**src/rtl/uart_tx_arbiter_if.sv**
```systemverilog
// Requester/engine bundle for uart_tx_arbiter: word requests in, byte stream out.
// The arbiter takes the slave view; requesters plus engine together form the master side.
interface uart_tx_arbiter_if #(
  parameter int unsigned NUM_REQ    = 4,
  parameter int unsigned DATA_WIDTH = 32,
  parameter int unsigned LEN_WIDTH  = 2
);
  logic [NUM_REQ-1:0]            req_valid;
  logic [NUM_REQ*DATA_WIDTH-1:0] req_data;
  logic [NUM_REQ*LEN_WIDTH-1:0]  req_len;
  logic [NUM_REQ-1:0]            req_ready;
  logic                          eng_valid;
  logic [7:0]                    eng_data;
  logic                          eng_ready;
  logic [2:0]                    grant_id;
  logic                          busy;
  logic                          done;

  modport master (
    output req_valid, req_data, req_len, eng_ready,
    input  req_ready, eng_valid, eng_data, grant_id, busy, done
  );

  modport slave (
    input  req_valid, req_data, req_len, eng_ready,
    output req_ready, eng_valid, eng_data, grant_id, busy, done
  );
endinterface

```
**src/rtl/uart_tx_arbiter.sv**
```systemverilog
// Round-robin arbiter that locks onto one requester and feeds its word, LSB byte first,
// to the UART byte engine. Define UART_TX_ARB_PRIO_EN to give requester 0 fixed priority.
module uart_tx_arbiter #(
  parameter int unsigned NUM_REQ    = 4,
  parameter int unsigned DATA_WIDTH = 32,
  parameter int unsigned LEN_WIDTH  = 2
) (
  input logic              clk,
  input logic              rst,
  uart_tx_arbiter_if.slave bus
);
  localparam int unsigned IdxW = $clog2(NUM_REQ);

  typedef enum logic {StIdle, StSend} state_e;

  state_e                r_state, w_state_d;
  logic [2:0]            r_rr_ptr, w_rr_ptr_d;
  logic [DATA_WIDTH-1:0] r_word, w_word_d;
  logic [LEN_WIDTH-1:0]  r_len, w_len_d;
  logic [LEN_WIDTH-1:0]  r_byte_idx, w_byte_idx_d;
  logic [NUM_REQ-1:0]    r_req_ready, w_req_ready_d;
  logic                  r_eng_valid, w_eng_valid_d;
  logic [7:0]            r_eng_data, w_eng_data_d;
  logic [2:0]            r_grant_id, w_grant_id_d;
  logic                  r_busy, w_busy_d;
  logic                  r_done, w_done_d;

  logic                  w_found;
  logic                  w_upd_rr;
  logic [2:0]            w_gnt;
  int unsigned           w_idx;

  // First valid requester searching upward from rr_ptr+1, wrapping.
  always_comb begin
    w_found  = 1'b0;
    w_gnt    = '0;
    w_upd_rr = 1'b1;
    w_idx    = 0;
    for (int unsigned k = 1; k <= NUM_REQ; k++) begin
      w_idx = (32'(r_rr_ptr) + k) % NUM_REQ;
      if (!w_found && bus.req_valid[IdxW'(w_idx)]) begin
        w_found = 1'b1;
        w_gnt   = 3'(w_idx);
      end
    end
`ifdef UART_TX_ARB_PRIO_EN
    // Requester 0 overrides the rotation and leaves the pointer untouched.
    if (bus.req_valid[0]) begin
      w_gnt    = '0;
      w_upd_rr = 1'b0;
    end
`endif
  end

  always_comb begin
    w_state_d     = r_state;
    w_rr_ptr_d    = r_rr_ptr;
    w_word_d      = r_word;
    w_len_d       = r_len;
    w_byte_idx_d  = r_byte_idx;
    w_req_ready_d = '0;
    w_eng_valid_d = r_eng_valid;
    w_eng_data_d  = r_eng_data;
    w_grant_id_d  = r_grant_id;
    w_busy_d      = r_busy;
    w_done_d      = 1'b0;
    case (r_state)
      StIdle: begin
        if (w_found) begin
          w_req_ready_d = NUM_REQ'(1) << w_gnt;
          w_word_d      = bus.req_data[32'(w_gnt)*DATA_WIDTH +: DATA_WIDTH];
          w_len_d       = bus.req_len[32'(w_gnt)*LEN_WIDTH +: LEN_WIDTH];
          w_grant_id_d  = w_gnt;
          if (w_upd_rr) w_rr_ptr_d = w_gnt;
          w_byte_idx_d  = '0;
          w_eng_valid_d = 1'b1;
          w_eng_data_d  = bus.req_data[32'(w_gnt)*DATA_WIDTH +: 8];
          w_busy_d      = 1'b1;
          w_state_d     = StSend;
        end
      end
      StSend: begin
        if (r_eng_valid && bus.eng_ready) begin
          if (r_byte_idx != r_len) begin
            // r_word is kept shifted so the next byte is always at [15:8].
            w_byte_idx_d = r_byte_idx + LEN_WIDTH'(1);
            w_word_d     = r_word >> 8;
            w_eng_data_d = r_word[15:8];
          end else begin
            w_eng_valid_d = 1'b0;
            w_busy_d      = 1'b0;
            w_done_d      = 1'b1;
            w_state_d     = StIdle;
          end
        end
      end
      default: w_state_d = StIdle;
    endcase
  end

  always_ff @(posedge clk) begin
    if (rst) begin
      r_state     <= StIdle;
      r_rr_ptr    <= 3'(NUM_REQ - 1);
      r_word      <= '0;
      r_len       <= '0;
      r_byte_idx  <= '0;
      r_req_ready <= '0;
      r_eng_valid <= 1'b0;
      r_eng_data  <= '0;
      r_grant_id  <= '0;
      r_busy      <= 1'b0;
      r_done      <= 1'b0;
    end else begin
      r_state     <= w_state_d;
      r_rr_ptr    <= w_rr_ptr_d;
      r_word      <= w_word_d;
      r_len       <= w_len_d;
      r_byte_idx  <= w_byte_idx_d;
      r_req_ready <= w_req_ready_d;
      r_eng_valid <= w_eng_valid_d;
      r_eng_data  <= w_eng_data_d;
      r_grant_id  <= w_grant_id_d;
      r_busy      <= w_busy_d;
      r_done      <= w_done_d;
    end
  end

  assign bus.req_ready = r_req_ready;
  assign bus.eng_valid = r_eng_valid;
  assign bus.eng_data  = r_eng_data;
  assign bus.grant_id  = r_grant_id;
  assign bus.busy      = r_busy;
  assign bus.done      = r_done;
endmodule

```
**src/flat_wrapper.sv**
```systemverilog
// flat-port wrapper written by rule: the top's interface ports become plain ports
module uart_tx_arbiter_flat 
#(
  parameter int unsigned NUM_REQ    = 4,
  parameter int unsigned DATA_WIDTH = 32,
  parameter int unsigned LEN_WIDTH  = 2
)
  (clk, rst, bus_req_valid, bus_req_data, bus_req_len, bus_eng_ready, bus_req_ready, bus_eng_valid, bus_eng_data, bus_grant_id, bus_busy, bus_done);
  uart_tx_arbiter_if #(.NUM_REQ(NUM_REQ), .DATA_WIDTH(DATA_WIDTH), .LEN_WIDTH(LEN_WIDTH)) bus_i ();
  input logic clk;
  input logic rst;
  input wire logic [$bits(bus_i.req_valid)-1:0] bus_req_valid;
  input wire logic [$bits(bus_i.req_data)-1:0] bus_req_data;
  input wire logic [$bits(bus_i.req_len)-1:0] bus_req_len;
  input wire logic [$bits(bus_i.eng_ready)-1:0] bus_eng_ready;
  output wire logic [$bits(bus_i.req_ready)-1:0] bus_req_ready;
  output wire logic [$bits(bus_i.eng_valid)-1:0] bus_eng_valid;
  output wire logic [$bits(bus_i.eng_data)-1:0] bus_eng_data;
  output wire logic [$bits(bus_i.grant_id)-1:0] bus_grant_id;
  output wire logic [$bits(bus_i.busy)-1:0] bus_busy;
  output wire logic [$bits(bus_i.done)-1:0] bus_done;
  assign bus_i.req_valid = bus_req_valid;
  assign bus_i.req_data = bus_req_data;
  assign bus_i.req_len = bus_req_len;
  assign bus_i.eng_ready = bus_eng_ready;
  assign bus_req_ready = bus_i.req_ready;
  assign bus_eng_valid = bus_i.eng_valid;
  assign bus_eng_data = bus_i.eng_data;
  assign bus_grant_id = bus_i.grant_id;
  assign bus_busy = bus_i.busy;
  assign bus_done = bus_i.done;
  uart_tx_arbiter #(.NUM_REQ(NUM_REQ), .DATA_WIDTH(DATA_WIDTH), .LEN_WIDTH(LEN_WIDTH)) u_core (.clk(clk), .rst(rst), .bus(bus_i));
endmodule
```
**config.mk**
```make
export PLATFORM = sky130hd
export DESIGN_NAME = uart_tx_arbiter_flat
export DESIGN_NICKNAME = d
export VERILOG_FILES = /design/src/rtl/uart_tx_arbiter_if.sv /design/src/rtl/uart_tx_arbiter.sv /design/src/flat_wrapper.sv
export SDC_FILE = /design/constraint.sdc
export NUM_CORES = 1
export LEC_CHECK = 0
export CORE_ASPECT_RATIO = 1.4
export CORE_UTILIZATION = 37
export DETAILED_ROUTE_END_ITERATION = 7
export GPL_ROUTABILITY_DRIVEN = 0
export PLACE_DENSITY = 0.85
export SYNTH_ARGS = -nofsm -noshare
export SYNTH_HDL_FRONTEND = slang
export SYNTH_SLANG_ARGS = --single-unit
```
**constraint.sdc**
```tcl
create_clock -name clk -period 1.71 [get_ports clk]
set_clock_uncertainty 0.1 [all_clocks]
set_input_delay 0.4275 -clock clk [delete_from_list [all_inputs] [get_ports clk]]
set_output_delay 0.4275 -clock clk [all_outputs]
set_load 0.05 [all_outputs]
```
==> metrics.yaml <==
antenna_cells: 0
clockBufferDepth: 2
overflow: 0
portBuffers: 159
final_cell_mix: "clkdlybuf4s50_1, mux2i_1, dfxtp_1"
viasPerCell: 5.542
grt_usage_pct: 24.28
post-route-min-period_ps: 1927
wl_per_cell_um: 18.09
core_region_area_um2: 8558
rrSetupSlack_ps: -220
cpMaxStageDelayCell: "dfxtp_4"
hold_class: "reg -> reg"
io_pins: 161
yosysSeqAreaShare_pct: 28.90
die_area_um2: 9183
synth_top_area_cell: "dfxtp_1"
drt_iter0_markers: 163
p_total_uw: 4519
multi_input_area_um2: 2247
drc: 0
worstSkewPairLatency_ps: 280
cts_tree: "done"
syn_area_per_cell_um2: 9.718
fin_crit_sh_pct: 112.7
ant_nets: 0
layout-drive-gt1-share_pct: 32.33
grt_pass1_vias: 3631
violations: "negative setup slack"
fill_cells: 598
crit_arrival_ps: 2010
status: "finished, violations left"
synth_area_leaders: "dfxtp_1, mux2i_1, mux2_2, o221ai_1, o211ai_2"
cp_common_cell: "a21o_1"
critical_path.cell_chain: "buf_6 -> a21o_1 -> a31oi_4 -> clkbuf_16 -> mux2i_1 -> o22ai_1 -> a21o_1"
wl_met1_um: 4383
wl_met2_um: 6243
design_area_um2: 6077
setup.worst_path.start_class: "flip-flop"
critPathLaunch: "u_core.r_rr_ptr[1]$_SDFFE_PP1P_"
root_buffer: "clkbuf_16"
regArea_um2: 950.9
clk_pin_slew_ps: 60
grt_pass1_wl_um: 17190
postLayoutCoreUtil_pct: 71.01
dr_wl_met3_um: 651
vias: 3530
p_per_area_nw_per_um2: 743.7
syn-num-nets: 478
drv_slew: 0
synth.cell_area_um2: 3256
fp.dieW_um: 81.28
fmax_mhz: 518.8
top_layer_used: "met4"
dpl.hpwl_um: 7712
wl_um: 11530
dr.pass1.iters: 5
antenna_found_initial: 0
h-tree-depth: 2
min-delay-start: "u_core.r_word[30]$_SDFFE_PP0P_"
rsz0062_at_grt: "yes"
ys_types: 44
syn_inst: 335
drv_cap: 0
grt_max_degree: 31
pre_cts_ws_ps: -794.3
ir_drop_v: 0.0004497
finalHoldViolations: 0
ys_seq_elements: 47
cts_sinks: 47
crit_type: "reg -> reg"
setup_tns_ps: -4029
setup_ws_ps: -217.5
synth.top_cell.area_share_pct: 28.90
start_util_pct: 38.04
cts_hold_buf: 0
syn_to_final_growth_pct: 86.66
place_area_um2: 5351
rows: 40
numCtsBuffers: 5
ys_warn_count: 0
cp_slowest_stage_delay_ps: 380
nets: 674
cp_max_fo: 5
p_leak_uw: 0.002498
setup_viol: 34
critPathRequiredTime_ps: 1790
synth_edf_count: 0
async_flop_share_pct: 0
ys.flop_type: "dfxtp_1"
worstSetupEndpointType: "flip-flop"
die-height_um: 113.0
worstReg2RegStart: "u_core.r_rr_ptr[1]$_SDFFE_PP1P_"
final_common_cell: "clkdlybuf4s50_1"
final timing paths:
path | end | cells after the start
max reg2reg | u_core.r_word[26]$_SDFFE_PP0P_ | 7
max | u_core.r_word[26]$_SDFFE_PP0P_ | 7
min reg2reg | u_core.r_word[30]$_SDFFE_PP0P_ | 1
min | u_core.r_word[30]$_SDFFE_PP0P_ | 1
sequential cells by signal, indices dropped and copies added (netlist names):
register / cells
u_core.r_word: 32
u_core.bus.req_ready: 4
u_core.bus.grant_id: 2
u_core.r_byte_idx: 2
u_core.r_len: 2
u_core.r_rr_ptr: 2
u_core.bus.busy: 1
u_core.bus.done: 1
u_core.r_state: 1
logic make-up after synthesis:
kind of cell	share of synthesized area [%]
other cells	0.1152
simple gates	10.80
mux	28.59
buf+inv	7.648
compound gates	23.41
xor+xnor	0.5381
flops	28.90
layout make-up:
cell class,instances,share of cell area (%)
Multi-Input combinational cell,251,36.98
Clock buffer,6,2.121
Tap cell,105,2.162
Clock inverter,2,0.9883
Sequential cell,47,15.65
Timing Repair Buffer,222,41.86
Inverter,4,0.2471
critical path: cells and delay by family (launching register included):
family                 cells  cell delay [ps]
AO/OA/AOI/OAI              4              790
multiplexers               1              210
flip-flops                 1              380
buffers and inverters      2              340
cells in the mapped netlist (3+ instances only):
master,number
a21o_1,9
a21oi_1,3
buf_2,4
buf_4,15
buf_6,5
clkbuf_1,7
dfxtp_1,47
inv_1,3
mux2_2,24
mux2i_1,66
nand2_1,32
nand3_1,6
nand3b_1,3
nor2_1,12
nor2_2,3
nor2b_1,3
o211ai_1,11
o211ai_2,17
o21ai_0,7
o221ai_1,26
o22ai_1,5
timing repair:
action / CTS / global route
setup endpoints to repair: 46 / 37
pin swaps: 24 / 17
setup buffers: 17 / 3
gates cloned: 6 / 1
resized for setup: 47 / 27
endpoints found under the hold margin: 0 / 0
through the flow:
step | hold WS (ps) | instances
2_1_floorplan | 320.6 | 335
3_3_place_gp | 334.7 | 606
3_5_place_dp | 343.9 | 606
4_1_cts | 358.8 | 635
5_1_grt | 382.1 | 637
6_report | 366.7 | 637
where the power goes:
| part | switching (uW) | total (uW) | leakage, uW | internal (uW) |
|---|---|---|---|---|
| combinational | 785 | 1920 | 0.00202 | 1130 |
| clock | 419 | 1260 | 0.0000911 | 839 |
| sequential | 125 | 1340 | 0.000388 | 1220 |
layer usage:
| metal | GRT usage, % | vias to the layer above |
|---|---|---|
| met2 | 45.56 | 158 |
| met4 | 8.452 | 0 |
| li1 | - | 1652 |
| met5 | 0 | - |
| met3 | 3.952 | 29 |
| met1 | 26.44 | 1691 |
Note: power is estimated with default switching activity, not from simulation.
